### config.mk
export PLATFORM = sky130hd
export DESIGN_NAME = btn_cmd_sched
export DESIGN_NICKNAME = d
export VERILOG_FILES = /design/src/rtl/btn_sched_pkg.sv /design/src/rtl/btn_press_filter.sv /design/src/rtl/btn_cmd_sched.sv
export SDC_FILE = /design/constraint.sdc
export NUM_CORES = 1
export LEC_CHECK = 0
export ABC_AREA = 1
export CAP_MARGIN = 40
export CORE_MARGIN = 5
export CORE_UTILIZATION = 50
export DETAILED_ROUTE_END_ITERATION = 7
export PLACE_DENSITY_LB_ADDON = 0.25
export SYNTH_ARGS = -nofsm -noshare
export SYNTH_HDL_FRONTEND = slang
export SYNTH_SLANG_ARGS = --single-unit
### constraint.sdc
create_clock -name clk_in -period 5.95 [get_ports clk_in]
set_input_delay 1.19 -clock clk_in [delete_from_list [all_inputs] [get_ports clk_in]]
set_output_delay 1.19 -clock clk_in [all_outputs]
set_load 0.05 [all_outputs]
### src/rtl/btn_sched_pkg.sv
// Shared types and defaults for the button command scheduler.
// Holds the controller state enum, the default parameter values and the
// round-robin first-set search used to pick the next pending button.
package btn_sched_pkg;

    // Controller states
    typedef enum logic [1:0] {
        IDLE  = 2'd0,
        ISSUE = 2'd1,
        GAP   = 2'd2
    } sched_state_t;

    // Default configuration
    localparam int DEF_N_BTN         = 4;
    localparam int DEF_STABLE        = 9;
    localparam int DEF_ACK_TIMEOUT   = 255;
    localparam int DEF_REPEAT_PERIOD = 50;

    // Widest request vector the search function understands
    localparam int MAX_BTN = 8;

    // Returns the index of the first set bit of req, scanning upward from
    // ptr+1 and wrapping through 0..ptr. Only the low n bits take part.
    // When nothing is set the pointer itself is returned; callers only use
    // the result when at least one bit is set.
    function automatic int rr_first_set(
        input logic [MAX_BTN-1:0] req,
        input int                 ptr,
        input int                 n
    );
        int sel;
        sel = -1;
        // Lowest set bit strictly above the pointer
        for (int j = MAX_BTN - 1; j >= 0; j--) begin
            if ((j < n) && (j > ptr) && req[j]) begin
                sel = j;
            end
        end
        // Otherwise wrap and take the lowest set bit at or below the pointer
        if (sel < 0) begin
            for (int j = MAX_BTN - 1; j >= 0; j--) begin
                if ((j <= ptr) && req[j]) begin
                    sel = j;
                end
            end
        end
        if (sel < 0) begin
            sel = ptr;
        end
        return sel;
    endfunction

endpackage

### src/rtl/btn_press_filter.sv
// Per-button debounce filter.
// A STABLE+1 bit shift register samples the raw level each clock; a press
// is reported in the single cycle where the oldest sample is low and all
// STABLE newer samples are high, so a held button gives exactly one pulse.
// Optional feature macro: BTN_REPEAT_EN -- while the register stays all
// ones, an extra press is produced every REPEAT_PERIOD cycles after the
// initial press.
module btn_press_filter
    import btn_sched_pkg::*;
#(
    parameter int STABLE        = DEF_STABLE,
    parameter int REPEAT_PERIOD = DEF_REPEAT_PERIOD
) (
    input  logic clk_in,
    input  logic reset,
    input  logic btn_raw,
    output logic press
);

    logic [STABLE:0] shreg;
    logic            first_press;

    // Sample history: newest sample enters at bit 0
    always_ff @(posedge clk_in or posedge reset) begin
        if (reset) begin
            shreg <= '0;
        end else begin
            shreg <= {shreg[STABLE-1:0], btn_raw};
        end
    end

    // Rising edge of a debounced level: one low followed by STABLE highs
    assign first_press = ~shreg[STABLE] & (&shreg[STABLE-1:0]);

`ifdef BTN_REPEAT_EN
    localparam int RCNT_W = (REPEAT_PERIOD > 1) ? $clog2(REPEAT_PERIOD) : 1;

    logic              all_ones;
    logic [RCNT_W-1:0] rpt_cnt;
    logic              rpt_hit;

    assign all_ones = &shreg;
    assign rpt_hit  = all_ones & (rpt_cnt == RCNT_W'(REPEAT_PERIOD - 1));

    // Repeat counter: runs while the history is all ones, wraps on each
    // repeat event, and restarts whenever a low sample is taken
    always_ff @(posedge clk_in or posedge reset) begin
        if (reset) begin
            rpt_cnt <= '0;
        end else if (!btn_raw || !all_ones || rpt_hit) begin
            rpt_cnt <= '0;
        end else begin
            rpt_cnt <= rpt_cnt + RCNT_W'(1);
        end
    end

    assign press = first_press | rpt_hit;
`else
    // Repeat period has no effect in this build
    logic unused_repeat_cfg;
    assign unused_repeat_cfg = (REPEAT_PERIOD != 0);

    assign press = first_press;
`endif

endmodule

### src/rtl/btn_cmd_sched.sv
// Button command scheduler.
// Debounces N_BTN raw buttons into one-shot presses, keeps one pending
// command per button and grants them round-robin onto a single
// cmd_valid/cmd_ack port towards the processor control unit.
// Optional feature macro: BTN_REPEAT_EN (auto-repeat inside each filter).
//
// Handshake: cmd_valid is raised together with a stable cmd_id and stays
// high until a clock edge where cmd_ack is also high (the transfer) or the
// ack timer expires. cmd_ack is ignored whenever cmd_valid is low. After
// every grant cmd_valid is low for at least one GAP cycle.
module btn_cmd_sched
    import btn_sched_pkg::*;
#(
    parameter int N_BTN         = DEF_N_BTN,
    parameter int STABLE        = DEF_STABLE,
    parameter int ACK_TIMEOUT   = DEF_ACK_TIMEOUT,
    parameter int REPEAT_PERIOD = DEF_REPEAT_PERIOD
) (
    input  logic                     clk_in,
    input  logic                     reset,
    input  logic [N_BTN-1:0]         btn_raw,
    input  logic                     cmd_ack,
    input  logic                     clear_err,
    output logic                     cmd_valid,
    output logic [$clog2(N_BTN)-1:0] cmd_id,
    output logic [N_BTN-1:0]         pending,
    output logic                     busy,
    output logic                     timeout_err,
    output logic                     drop_err
);

    localparam int ID_W  = $clog2(N_BTN);
    localparam int TMR_W = $clog2(ACK_TIMEOUT + 1);

    sched_state_t       state;
    logic [ID_W-1:0]    rr_ptr;
    logic [TMR_W-1:0]   ack_tmr;

    logic [N_BTN-1:0]   press;
    logic [N_BTN-1:0]   clr_vec;
    logic [N_BTN-1:0]   drop_vec;
    logic               issue_ack;
    logic               tmr_expire;
    logic               issue_done;
    logic               timeout_hit;

    logic [MAX_BTN-1:0] req_ext;
    int                 pick_idx;
    logic [ID_W-1:0]    pick;

    // One debounce filter per button
    for (genvar g = 0; g < N_BTN; g++) begin : g_filt
        btn_press_filter #(
            .STABLE        (STABLE),
            .REPEAT_PERIOD (REPEAT_PERIOD)
        ) u_filt (
            .clk_in  (clk_in),
            .reset   (reset),
            .btn_raw (btn_raw[g]),
            .press   (press[g])
        );
    end

    // The timer counts ISSUE cycles from 0, so the last allowed cycle is
    // the one where it reads ACK_TIMEOUT-1; an ack on that cycle still wins
    assign issue_ack   = (state == ISSUE) && cmd_ack;
    assign tmr_expire  = (state == ISSUE) && (ack_tmr == TMR_W'(ACK_TIMEOUT - 1));
    assign issue_done  = issue_ack || tmr_expire;
    assign timeout_hit = tmr_expire && !cmd_ack;

    // Pending bit released by the command that finishes this cycle
    always_comb begin
        clr_vec = '0;
        if (issue_done) begin
            clr_vec[cmd_id] = 1'b1;
        end
    end

    // A press on a bit that stays pending is lost; a press on the bit being
    // released in the same cycle simply re-arms it
    assign drop_vec = press & pending & ~clr_vec;

    // Round-robin choice among pending buttons, starting after the pointer
    always_comb begin
        req_ext               = '0;
        req_ext[N_BTN-1:0]    = pending;
        pick_idx              = rr_first_set(req_ext, int'(rr_ptr), N_BTN);
        pick                  = ID_W'(pick_idx);
    end

    // Grant controller: IDLE picks, ISSUE offers and waits, GAP idles a cycle
    always_ff @(posedge clk_in or posedge reset) begin
        if (reset) begin
            state     <= IDLE;
            cmd_valid <= 1'b0;
            cmd_id    <= '0;
            rr_ptr    <= ID_W'(N_BTN - 1);
            ack_tmr   <= '0;
        end else begin
            case (state)
                IDLE: begin
                    if (|pending) begin
                        cmd_id    <= pick;
                        cmd_valid <= 1'b1;
                        ack_tmr   <= '0;
                        state     <= ISSUE;
                    end
                end
                ISSUE: begin
                    ack_tmr <= ack_tmr + TMR_W'(1);
                    if (issue_done) begin
                        cmd_valid <= 1'b0;
                        rr_ptr    <= cmd_id;
                        state     <= GAP;
                    end
                end
                GAP: begin
                    state <= IDLE;
                end
                default: begin
                    cmd_valid <= 1'b0;
                    state     <= IDLE;
                end
            endcase
        end
    end

    // Pending flags: set by presses, cleared when their command finishes
    always_ff @(posedge clk_in or posedge reset) begin
        if (reset) begin
            pending <= '0;
        end else begin
            pending <= (pending & ~clr_vec) | press;
        end
    end

    // Sticky error flags; a new error in the same cycle beats clear_err
    always_ff @(posedge clk_in or posedge reset) begin
        if (reset) begin
            timeout_err <= 1'b0;
            drop_err    <= 1'b0;
        end else begin
            if (timeout_hit) begin
                timeout_err <= 1'b1;
            end else if (clear_err) begin
                timeout_err <= 1'b0;
            end
            if (|drop_vec) begin
                drop_err <= 1'b1;
            end else if (clear_err) begin
                drop_err <= 1'b0;
            end
        end
    end

    assign busy = (state != IDLE) || (|pending);

endmodule
Word level (Yosys, flattened, before mapping)
Cells that the tools add are included.
{ "op_classes": {"multipliers": 0, "n_lt_le_gt_ge": 10, "add_sub_neg": 1, "n_mux": 23, "bitwise": 14, "div_mod_pow": 0, "n_eq_ne": 5, "reduce_logical": 29, "n_shift": 0} }
{ "ops": {"columns": ["op", "count"], "rows": [
  ["32-bit two-way mux", 8],
  ["32-bit by 1-bit < comparator with 1-bit output (second input constant)", 2],
  ["9-bit AND reduction", 4],
  ["8-bit case mux with 2 select lines", 1],
  ["4-bit bitwise AND", 3],
  ["1-bit logical AND", 10],
  ["8-bit by 1-bit adder with 8-bit output (second input constant)", 1],
  ["8-bit == test (second input constant)", 1],
  ["8-bit two-way mux", 1],
  ["2-bit AND reduction", 4],
  ["2-bit nonzero test", 4],
  ["4-bit OR reduction", 2],
  ["1-bit two-way mux", 6],
  ["2-bit two-way mux", 3],
  ["1-bit NOT", 5],
  ["1-bit bitwise AND", 4],
  ["2-bit > comparator (first input constant)", 2],
  ["2-bit less-or-equal comparator (first input constant)", 2],
  ["4-bit two-way mux", 1],
  ["2-bit inequality test (second input constant)", 2],
  ["4-bit NOT", 1],
  ["4-bit OR", 1],
  ["2-bit case mux with 2 select lines", 1],
  ["2-bit by 3-bit < comparator with 1-bit output (second input constant)", 1],
  ["other kinds (11)", 12]
]} }
{ "word_totals": {"latch_bits": 0, "romBits": 0, "regBits": 61, "ram_bits": 0, "out_inout_bits": 10, "elab_cells": 94, "memories": 0} }

Depth between registers and ports, before layout
{ "logic_depth": {"word_depth": 12, "ltp_mapped": 11} }

Hierarchy
Synthesis repeated with hierarchy kept, for this count alone.
{ "hier_totals": {"hier_cells": 218, "area_unflattened_um2": 2332.2} }
{ "modules_own_cells": {"columns": ["mod", "area_per_inst_um2", "cells_per_inst", "instances"], "rows": [
  ["btn_cmd_sched", 1171.1, 138, 1],
  ["btn_press_filter", 290.3, 20, 4]
]} }

Least setup slack after synthesis
OpenSTA, ideal clock, no wires.
{ "synth_path": {"path_type": "register to output", "from": "reg pending[0]", "to": "out busy", "t_required_ns": 4.760, "t_arrival_ns": 1.230, "path_stages_with_launch": 3, "path_buffers": 0, "path_slack_ns": 3.530, "path_cell_list": "dfrtp_1 nor2_1 nand3_1"} }
{ "synth_between": {"elab_chain_len": 2} }
{ "synth_rtl": {"columns": ["element", "line_no", "source"], "rows": [
  ["from (decl)", "btn_cmd_sched.sv:26", "output logic [N_BTN-1:0] pending,"],
  ["from (signal assigned)", "btn_cmd_sched.sv:133", "pending <= (pending & ~clr_vec) | press;"],
  ["4-bit OR reduction", "btn_cmd_sched.sv:156", "assign busy = (state != IDLE) || (|pending);"],
  ["1-bit logical OR", "btn_cmd_sched.sv:156", null],
  ["to (decl)", "btn_cmd_sched.sv:27", "output logic busy,"]
]} }
Every way passes these cells.

Worst setup path after layout
{ "layout_path": {"from": "reg pending[1]", "to": "out busy"} }
The elaborated chain is that of the path after synthesis.

==> run summary <==
Post-Syn Area per Cell: 10.78 um^2
Synth Area in XOR/XNOR: 0.004023
I/O pin cnt: 18
Vias: 1428
clock sinks: 61
CP max FO: 5
CTS Buf Count: 9
Cell Area, Synth: 2177 um^2
Final ANT Viol Nets: 0
H-tree Lvls: 3
largest net degree at the start of global routing: 62
wire length per cell: 12.41 um
CP Data Required Time: 4.76 ns
Die Y: 75.99 um
minimum clock period: 2.993 ns
Min-Delay Path Class: register to register
max-cap violations: 0
drt drc: 0
Antenna diodes: 0
post-CTS resize count: 0
first-pass GRT wire length: 6.417 mm
fillers: 365
pwr dens: 466.4 nW/um^2
Total Power: 1.203 mW
initial antenna violation count: 0
clk buf depth: 2
WP data arrival: 1.80 ns
Total Nets Final: 241
Post-Syn Instances: 202
critical path class: register to primary output
std cell rows: 24
final WL: 3.563 mm
Synth Net Count: 212
simple-gate area share of the yosys netlist: 0.1902
CTS clock-pin slew for the worst setup and hold paths: 0.06 ns
Final Hold Fails: 0
Startpoint Class: register
vias per cell: 4.976
FMAX: 334.1 MHz
CTS root buffer: clkbuf_8
largest family of logic cells by synthesized area: simple AND/OR/NAND/NOR gates
Synth Area in Adders: 0.01149
Area Growth Syn to Fin: 18.45%
PortBufs: 17
fin crit share: 0.5030
Rel. slew slack: 0.5220
starting density of the core: 0.5070
number of global-route vias before repair: 1373
dpl hpwl: 2.478 mm
Crit. End Element: primary output
grt total ovfl: 0
Yosys warning count: 0
setup tns final: 0 ns
mux contribution to synthesized area: 0
CTS tree: yes
actual slew at the worst max-slew pin: 0.7170 ns
Die W: 75.99 um
RD Place Congestion: 0.8990
FF+latch count, synth: 61
Iter 0 DRT Violations: 96
Final Max Tran Viols: 0
die area: 5774 um^2
1st-pass router iterations: 4
layout cells sized above 1: 0.1149
Worst-Skew Late Latency: 0.33 ns
final setup vio count: 0
Synth Area in Compound Gates: 0.05575
Post-CTS Setup Bufs: 0
core footprint: 4294 um^2
sequential share of the synthesized area: 0.7023
Static Leak: 1.210 nW
status: finished, final reports clean
Final Skew: 0.006108 ns
worst vdd ir: 0.0002505 V
Post-CTS Hold Fix Bufs: 0
gr usage total: 0.1419
unrepaired setup endpoints after global routing: false
Unique masters post-synth: 19
layout by cell type (no fill, tap or decap):
cell | Yosys | layout
dfrtp_1 | 59 | 59
nand2_1 | 46 | 46
inv_1 | 20 | 19
nor2_1 | 17 | 17
clkdlybuf4s50_1 | 0 | 17
o21ai_0 | 15 | 15
nand3_1 | 13 | 13
clkbuf_8 | 0 | 10
nand2_2 | 7 | 7
a21oi_1 | 7 | 7
nand4_1 | 4 | 4
clkbuf_1 | 0 | 3
nor3b_1 | 2 | 2
nor2_2 | 2 | 2
inv_2 | 1 | 2
ha_1 | 2 | 2
clkinv_2 | 0 | 2
dfstp_2 | 2 | 2
nand2_4 | 1 | 1
nor3_1 | 1 | 1
xor2_1 | 1 | 1
o22ai_1 | 1 | 1
o21ai_1 | 1 | 1
buf_4 | 0 | 1
cells in the mapped netlist:
library cell,count,share of area
nand2_2,7,0.020
inv_1,20,0.034
nor3b_1,2,0.0069
ha_1,2,0.011
nor2_2,2,0.0057
nand4_1,4,0.011
nor3_1,1,0.0023
dfstp_2,2,0.024
a21oi_1,7,0.016
o21ai_0,15,0.034
nand2_1,46,0.079
xor2_1,1,0.0040
o22ai_1,1,0.0029
nand2_4,1,0.0052
inv_2,1,0.0017
o21ai_1,1,0.0023
nor2_1,17,0.029
dfrtp_1,59,0.68
nand3_1,13,0.030
worst paths after layout:
| kind | from | end | slack (ns) | depth (start not counted) |
|---|---|---|---|---|
| setup / recovery | pending[1] | busy | 2.96 | 3 |
| hold / removal | g_filt[0].u_filt.shreg[8] | g_filt[0].u_filt.shreg[9] | 0.37 | 0 |
| setup reg to reg | ack_tmr[0] | drop_err | 4.48 | 11 |
| hold reg to reg | g_filt[0].u_filt.shreg[8] | g_filt[0].u_filt.shreg[9] | 0.37 | 0 |
| max in group asynchronous | reset | ack_tmr[1] | 4.10 | 3 |
| min in group asynchronous | reset | g_filt[0].u_filt.shreg[5] | 1.39 | 3 |
layout make-up:
class                           instances  area [um^2]  area share
Clock inverter                          2        10.01    0.003882
Clock buffer                           13        148.9     0.05774
Multi-Input combinational cell        120        569.3      0.2208
Inverter                               21        78.83     0.03057
Timing Repair Buffer                   18        177.7     0.06890
Tap cell                               52        65.06     0.02523
Sequential cell                        61         1529      0.5929
metrics by stage:
step                        util  instances  instance area [um^2]  worst slack [ns]  hold slack [ns]
after floorplan                -        202                  2177             3.250           0.3463
after global placement    0.5635        272                  2420             3.343           0.3517
after detailed placement  0.5635        272                  2420             3.298           0.3581
after CTS                 0.6005        287                  2579             2.934           0.3673
after global routing      0.6005        287                  2579             2.867           0.3806
final                     0.6005        287                  2579             2.957           0.3694
state kept, by name (all words and copies together) (netlist names):
register,count
g_filt.u_filt.shreg,40
pending,4
ack_tmr,8
drop_err,1
cmd_id,2
timeout_err,1
state,2
cmd_valid,1
rr_ptr,2
worst max-delay path, stage by stage, from the launching register on:
cell and delay (ns):
dfrtp_1 0.42, nor2_1 0.19, nand3_1 0.14, clkdlybuf4s50_1 0.73
metal layers:
layer / share of wire / global-route usage
met3: 0.080 / 0.06856
met2: 0.43 / 0.1884
met1: 0.47 / 0.1930
met5: 0 / 0
met4: 0.016 / 0.06940
report_power, final:
group | switching, mW | internal, mW
sequential | 0.0545 | 0.481
combinational | 0.253 | 0.114
clock | 0.140 | 0.159
logic make-up after synthesis:
| group | count (synthesis) |
|---|---|
| simple gates | 93 |
| flops | 61 |
| fa+ha+maj | 2 |
| compound gates | 24 |
| buf+inv | 21 |
| xor+xnor | 1 |
No activity file was read; power rests on OpenSTA's default activity.
